## src/rtl/ex_muldiv.sv

```systemverilog
// ex_muldiv: iterative multiply/divide unit owning the HI/LO registers.
// One product or quotient bit is produced per cycle; signs are stripped on
// entry and reapplied in a single fix-up cycle before HI/LO are written.
module ex_muldiv #(
  parameter int unsigned WIDTH = 32
) (
  input  logic             Clk,
  input  logic             Clrn,
  input  logic             start,
  input  logic [1:0]       op,
  input  logic [WIDTH-1:0] a,
  input  logic [WIDTH-1:0] b,
  input  logic             flush,
  input  logic             wr_hi,
  input  logic             wr_lo,
  input  logic [WIDTH-1:0] wdata,
  output logic             busy,
  output logic             done,
  output logic             dz,
  output logic [WIDTH-1:0] hi,
  output logic [WIDTH-1:0] lo
);

  typedef enum logic [1:0] {
    IDLE,
    RUN,
    FIX
  } state_t;

  state_t state, state_next;

  logic [5:0]         cnt;
  logic               div_q;
  logic               sign_a;
  logic               sign_b;
  logic               b_zero;
  logic [WIDTH-1:0]   opnd;
  logic [2*WIDTH-1:0] acc;

  logic               accept;
  logic               mt_wr;
  logic               op_signed;
  logic               op_div;
  logic [WIDTH-1:0]   mag_a;
  logic [WIDTH-1:0]   mag_b;

  logic [WIDTH:0]     mul_sum;
  logic [2*WIDTH-1:0] mul_next;
  logic [WIDTH:0]     div_shift;
  logic [WIDTH:0]     div_diff;
  logic [2*WIDTH-1:0] div_next;
  logic [2*WIDTH-1:0] prod_fix;
  logic [WIDTH-1:0]   quo_fix;
  logic [WIDTH-1:0]   rem_fix;
  logic [WIDTH-1:0]   fix_hi;
  logic [WIDTH-1:0]   fix_lo;

  assign accept    = start & ~flush;
  assign mt_wr     = wr_hi | wr_lo;
  assign op_div    = op[1];
  assign op_signed = ~op[0];
  assign busy      = (state != IDLE);

  // Operand magnitudes; the most negative value maps to itself as unsigned.
  always_comb begin
    mag_a = (op_signed && a[WIDTH-1]) ? ('0 - a) : a;
    mag_b = (op_signed && b[WIDTH-1]) ? ('0 - b) : b;
  end

  // One iteration step and the sign fix-up of the finished result.
  // acc holds {product-high, multiplier} for multiply and
  // {partial remainder, dividend/quotient} for divide.
  always_comb begin
    mul_sum   = {1'b0, acc[2*WIDTH-1:WIDTH]} + (acc[0] ? {1'b0, opnd} : '0);
    mul_next  = {mul_sum, acc[WIDTH-1:1]};
    div_shift = {acc[2*WIDTH-1:WIDTH], acc[WIDTH-1]};
    div_diff  = div_shift - {1'b0, opnd};
    div_next  = div_diff[WIDTH] ? {div_shift[WIDTH-1:0], acc[WIDTH-2:0], 1'b0}
                                : {div_diff[WIDTH-1:0],  acc[WIDTH-2:0], 1'b1};
    prod_fix  = (sign_a ^ sign_b) ? ('0 - acc) : acc;
    quo_fix   = (sign_a ^ sign_b) ? ('0 - acc[WIDTH-1:0]) : acc[WIDTH-1:0];
    rem_fix   = sign_a ? ('0 - acc[2*WIDTH-1:WIDTH]) : acc[2*WIDTH-1:WIDTH];
    fix_hi    = div_q ? rem_fix : prod_fix[2*WIDTH-1:WIDTH];
    fix_lo    = div_q ? quo_fix : prod_fix[WIDTH-1:0];
  end

  // State register.
  always_ff @(posedge Clk or negedge Clrn) begin
    if (!Clrn) state <= IDLE;
    else       state <= state_next;
  end

  // Next state: a start restarts from any state, an MT write aborts.
  always_comb begin
    state_next = state;
    if (accept) begin
      state_next = RUN;
    end else if (mt_wr) begin
      state_next = IDLE;
    end else begin
      case (state)
        RUN:     if (cnt == 6'd1) state_next = FIX;
        FIX:     state_next = IDLE;
        default: state_next = state;
      endcase
    end
  end

  // Datapath, counter and HI/LO; start beats MT write, MT write beats fix-up.
  always_ff @(posedge Clk or negedge Clrn) begin
    if (!Clrn) begin
      cnt    <= '0;
      div_q  <= 1'b0;
      sign_a <= 1'b0;
      sign_b <= 1'b0;
      b_zero <= 1'b0;
      opnd   <= '0;
      acc    <= '0;
      done   <= 1'b0;
      dz     <= 1'b0;
      hi     <= '0;
      lo     <= '0;
    end else begin
      done <= 1'b0;
      dz   <= 1'b0;
      if (accept) begin
        div_q  <= op_div;
        sign_a <= op_signed & a[WIDTH-1];
        sign_b <= op_signed & b[WIDTH-1];
        b_zero <= (b == '0);
        opnd   <= op_div ? mag_b : mag_a;
        acc    <= op_div ? {{WIDTH{1'b0}}, mag_a} : {{WIDTH{1'b0}}, mag_b};
        cnt    <= 6'(WIDTH);
      end else if (mt_wr) begin
        if (wr_hi) hi <= wdata;
        if (wr_lo) lo <= wdata;
      end else if (state == RUN) begin
        cnt <= cnt - 6'd1;
        acc <= div_q ? div_next : mul_next;
      end else if (state == FIX) begin
        hi   <= fix_hi;
        lo   <= fix_lo;
        done <= 1'b1;
        dz   <= div_q & b_zero;
      end
    end
  end

endmodule

```

## config.mk

```make
export PLATFORM = sky130hd
export DESIGN_NAME = ex_muldiv
export DESIGN_NICKNAME = d
export VERILOG_FILES = /design/src/rtl/ex_muldiv.sv
export SDC_FILE = /design/constraint.sdc
export NUM_CORES = 1
export LEC_CHECK = 0
export CAP_MARGIN = 20
export CORE_MARGIN = 1
export CORE_UTILIZATION = 35
export DETAILED_ROUTE_END_ITERATION = 6
export PLACE_DENSITY = 0.57
export SYNTH_ARGS = -nofsm -noshare
export SYNTH_HDL_FRONTEND = slang
export SYNTH_SLANG_ARGS = --single-unit
```

## constraint.sdc

```tcl
create_clock -name Clk -period 5.1 [get_ports Clk]
set_clock_uncertainty 0.2 [all_clocks]
set_input_delay 1.02 -clock Clk [delete_from_list [all_inputs] [get_ports Clk]]
set_output_delay 1.02 -clock Clk [all_outputs]
set_load 0.02 [all_outputs]
```

-- Word-level counts from Yosys, hierarchy flattened
Cells that the tools add are included.
- muxes and demuxes: 38
- equality and inequality tests: 8
- add/sub/neg operators: 8
- bitwise logic cells: 9
- reduce and logical (&&, ||, !) cells: 11
- operators by type and width (kind ; number):
    32-bit 2-to-1 mux ; 17
    64-bit 2-to-1 mux ; 6
    1-bit by 32-bit subtractor with 32-bit output, first input constant ; 4
    1-bit by 64-bit subtractor with 64-bit output, first input constant ; 1
    32-bit by 32-bit adder with 33-bit output ; 1
    33-bit by 32-bit subtractor with 33-bit output ; 1
    32-bit logical NOT ; 1
    6-bit 2-to-1 mux ; 3
    1-bit 2-to-1 mux ; 8
    2-bit != test, second input constant ; 4
    4-bit AND reduction ; 2
    6-bit by 1-bit equality test with 1-bit output, second input constant ; 1
    2-bit 2-to-1 mux ; 3
    2-bit nonzero test ; 3
    6-bit by 1-bit subtractor with 6-bit output, second input constant ; 1
    1-bit AND ; 4
    4-bit != test, second input constant ; 1
    2-bit one-hot mux with 2 select lines ; 1
    2-bit AND reduction ; 2
    4-bit nonzero test ; 1
    1-bit NOT ; 3
    2-bit by 1-bit equality test with 1-bit output, second input constant ; 1
    2-bit equality test, second input constant ; 1
    1-bit logical AND ; 2
    2 further kinds ; 2
- input bits: 104
- bits in registers: 174
- logic and storage cells: 86
- output and inout port bits: 67

-- Longest topological paths before layout
- depth after elaboration: 6
- mapped depth: 15
- mapped depth without buffers: 14

-- Least setup slack after synthesis
No wires, ideal clock.
- path kind: flip-flop to flip-flop
- start: reg acc[0]
- end: reg acc[62]
- required time: 4774 ps
- buffers on the path: 1
- stages on the path, launching flop included: 15
- clock period less this slack: 3598 ps
- library setup time: 126 ps
- arrival: 3273 ps
- slack: 1502 ps
- path through: dfrtp_1 -> inv_1 -> clkbuf_1 -> nor2_1 -> ha_1 -> or2_2 -> a21boi_0 -> a41oi_1 -> nand3b_1 -> nand2_1 -> a311o_1 -> a21oi_1 -> o41ai_1 -> xor2_1 -> a221o_1
- cells in the longest elaborated chain, start to end: 6
- RTL lines (what ; line ; RTL):
    start, declared ; 38 ; logic [2*WIDTH-1:0] acc;
    start signal, assigned ; 132 ; acc <= op_div ? {{WIDTH{1'b0}}, mag_a} : {{WIDTH{1'b0}}, mag_b};
    start signal, assigned ; 139 ; acc <= div_q ? div_next : mul_next;
    32-bit 2-to-1 mux ; 74 ; mul_sum = {1'b0, acc[2*WIDTH-1:WIDTH]} + (acc[0] ? {1'b0, opnd} : '0);
    32-bit by 32-bit adder with 33-bit output ; 74 ;
    64-bit 2-to-1 mux ; 139 ;
    64-bit 2-to-1 mux ; 137 ; end else if (state == RUN) begin
    64-bit 2-to-1 mux ; 134 ; end else if (mt_wr) begin
    64-bit 2-to-1 mux ; 126 ; if (accept) begin
Every way passes these cells. The select of a mux whose other input is x is not followed.
A chain may end at the register's enable or synchronous reset.

-- Worst setup path after layout
- start: reg acc[31]
- end: reg acc[63]
- cells in the longest elaborated chain, start to end: 6
- RTL lines (what ; line ; RTL):
    33-bit by 32-bit subtractor with 33-bit output ; 77 ; div_diff = div_shift - {1'b0, opnd};
    64-bit 2-to-1 mux ; 78 ; div_next = div_diff[WIDTH] ? {div_shift[WIDTH-1:0], acc[WIDTH-2:0], 1'b0}
    64-bit 2-to-1 mux ; 139 ;
    64-bit 2-to-1 mux ; 137 ;
    64-bit 2-to-1 mux ; 134 ;
    64-bit 2-to-1 mux ; 126 ;
Every way passes these cells. The select of a mux whose other input is x is not followed.

==> reports/results.ini <==
[cells_and_area]
final_nets=2268
final_cell_mix=nor2_1, a21oi_1, nand2_1, dfrtp_1, clkdlybuf4s50_1
syn_to_final_growth_pct=19.4
fin_area_um2=18200
fillers=4420
num_antenna_cells=0
drive_above_1_share_pct=5.66
final_common_cell=nor2_1

[run_status]
status=finished, final reports clean

[power]
ir_drop_mv=0.298
p_seq_share_pct=32.7
p_int_uw=3320
p_comb_share_pct=42.2
p_sw_uw=2400
p_per_area_nw_per_um2=315
power_uw=5710
p_sw_share_pct=41.9
leakagePower_uw=0.00774
clockPowerShare_pct=25.1

[worst_setup_path]
startpoint_type=flop
cp-end-kind=flop
worst-endpoint-arrival_ns=4.28
path_buf_inv=2
cpPeakStageDelay_ns=0.70
critical_path_class=reg2reg
cp_slowest_cell=and2_1
r2r_slack_ns=0.93
path_cells=inv_1 > ha_1 > fa_1 > nand2b_1 > a21oi_1 > o21ai_2 > o21bai_1 > a21oi_2 > o21ai_1 > a21o_1 > and2_1 > buf_4 > mux2i_1 > a31oi_1
required_ns=5.22
crit_family=compound AO/OA/AOI/OAI gates
worstPathMaxFanout=11

[routing]
drtIter0Drc=1243
wirelength_um=57300
vias_per_cell=5.67
antenna_left=0
drc=0
firstDrtPassIters=6
wl_per_cell_um=21.3
vias=15200

[sta]
maxSlewHeadroom_pct=36.8
fin_crit_sh_pct=81.7
fin_setup_tns_ns=0
fin_crit_ns=4.17
fmax_ghz=0.240
maxSlewViolCount=0
setup_viol=0
rsz0062_at_grt=false
worstMarginPinSlew_ns=0.949
finalHoldViolations=0

[floorplan]
fp.coreArea_um2=43000
start_util_pct=35.4
die_area_um2=44300
fp.dieH_um=210
ioPinCount=171
placement_rows=76
die_w_um=210

[logic_synthesis]
synth_cell_types=90
synthArstFlopShare_pct=100
synth_warnings=0
synth-main-ff-cell=dfrtp_1
synth_top_area_cell=dfrtp_1
synth-seq-area-share_pct=28.6
synth_area_leaders=dfrtp_1, nor2_1, a21oi_1
syn_nets=2156
postSynthAreaPerCell_um2=7.69
syn_inst=1977
synth.top_cell.area_share_pct=28.6
syn-cell-area_um2=15200
ys_ff_latch=174
synth_edf_count=0

[grt]
use_met2_pct=41.2
grt.overflow.total=0
grt_pass1_wl_um=87900
grt_pass1_vias=14600
grtUsageTotal_pct=25.9
antenna_found_initial=1
globalRouteMet3Util_pct=3.38
grt_start_max_net_pins=92
grt_busiest_layer=met2
use_met1_pct=36.6

[clocking]
cts_buffers=17
cts-resized-gates=0
clock-sinks=174
cts_hold_buf=0
clk_latency_ns=0.48
clk_pin_slew_worst_paths_ns=0.08
post_cts_buffers=0
cts_tree=built
cts-root-buf=clkbuf_16
htreeDepth=4
clk_path_buf_depth=2

[job]
cap_violations=0

[worst_hold_path]
hold_path.class=reg2reg

[place]
port-buffer-count=170
hpwl_um=45200
post_dp_cell_area_um2=17600
gp_congestion=0.987

## sequential cells by signal, summed over array words and instances, names as in the netlist
| name | flops |
|---|---|
| cnt | 6 |
| lo | 32 |
| dz | 1 |
| sign_b | 1 |
| hi | 32 |
| acc | 64 |
| done | 1 |
| state | 2 |
| sign_a | 1 |
| opnd | 32 |
| div_q | 1 |
| b_zero | 1 |
## cell type report
class	instances	area [um2]	area share [%]
flip-flops and latches	174	4360	24.0
well taps	585	732	4.03
repair buffers	211	2030	11.2
clock inverters	11	144	0.792
multi-input cells	1610	10100	55.9
clock buffers	21	470	2.59
inverters	75	282	1.55
## logic make-up after synthesis
kind of cell / after synthesis / synth area share [%]
muxes: 66 / 4.37
buffers and inverters: 193 / 4.95
AOI/OAI and AO/OA: 626 / 25.5
xor gates and xnor gates: 178 / 10.3
and+or+nand+nor: 665 / 20.1
adders and majority gates: 75 / 6.27
DFF: 174 / 28.6
## power by group through the flow
| stage | registers (uW) | clock network, uW | logic, uW |
|---|---|---|---|
| 2_1_floorplan | 1900 | 0 | 1420 |
| 3_3_place_gp | 1880 | 0 | 2370 |
| 3_5_place_dp | 1890 | 0 | 2380 |
| 4_1_cts | 1860 | 1450 | 2390 |
| 5_1_grt | 1900 | 1510 | 2620 |
| 6_report | 1870 | 1430 | 2410 |
## cell usage after synthesis (5+ instances only)
cell type  instances
nor2_1           278
a21oi_1          197
nand2_1          195
dfrtp_1          174
o21ai_0          147
clkbuf_1         104
xnor2_1          101
xor2_1            77
inv_1             75
ha_1              73
mux2i_1           63
o31ai_1           63
a21o_1            36
a211oi_1          34
nor3_1            30
nand3_1           27
nand2b_1          24
a22oi_1           23
o21ai_1           19
a31oi_1           18
nor4_1            13
or3_1             13
and3_1            11
nor2b_1           11
o21bai_1           9
or4_1              9
nand4_1            8
o211ai_1           8
o22a_1             8
and2_1             7
buf_1              7
o41ai_1            7
or2_2              6
o21a_1             5
o22ai_1            5
## path summary, 6_finish.rpt
kind                          start       end  cells after the start
min in group asynchronous      Clrn  opnd[26]                      1
max                         acc[31]   acc[63]                     14
min reg2reg                opnd[24]  opnd[24]                      1
max in group asynchronous      Clrn  opnd[21]                      2
min                        opnd[24]  opnd[24]                      1
max reg2reg                 acc[31]   acc[63]                     14
## through the flow
| stage | utilization [%] | std cells | setup WS (ns) | hold slack, ns |
|---|---|---|---|---|
| CTS | 42.3 | 2687 | 0.972 | 0.282 |
| floorplan | - | 1977 | 1.50 | 0.249 |
| global route | 42.3 | 2687 | 0.722 | 0.296 |
| detailed placement | 40.8 | 2655 | 0.865 | 0.265 |
| global placement | 40.8 | 2654 | 0.921 | 0.262 |
| finish | 42.3 | 2687 | 0.931 | 0.279 |
## routing by layer
| layer | share of wire [%] | wire length, um |
|---|---|---|
| met5 | 0 | 0 |
| met4 | 2.1 | 1200 |
| met3 | 5.2 | 2990 |
| met2 | 45 | 25900 |
| met1 | 47 | 27200 |
Note: power is estimated with default switching activity, not from simulation.
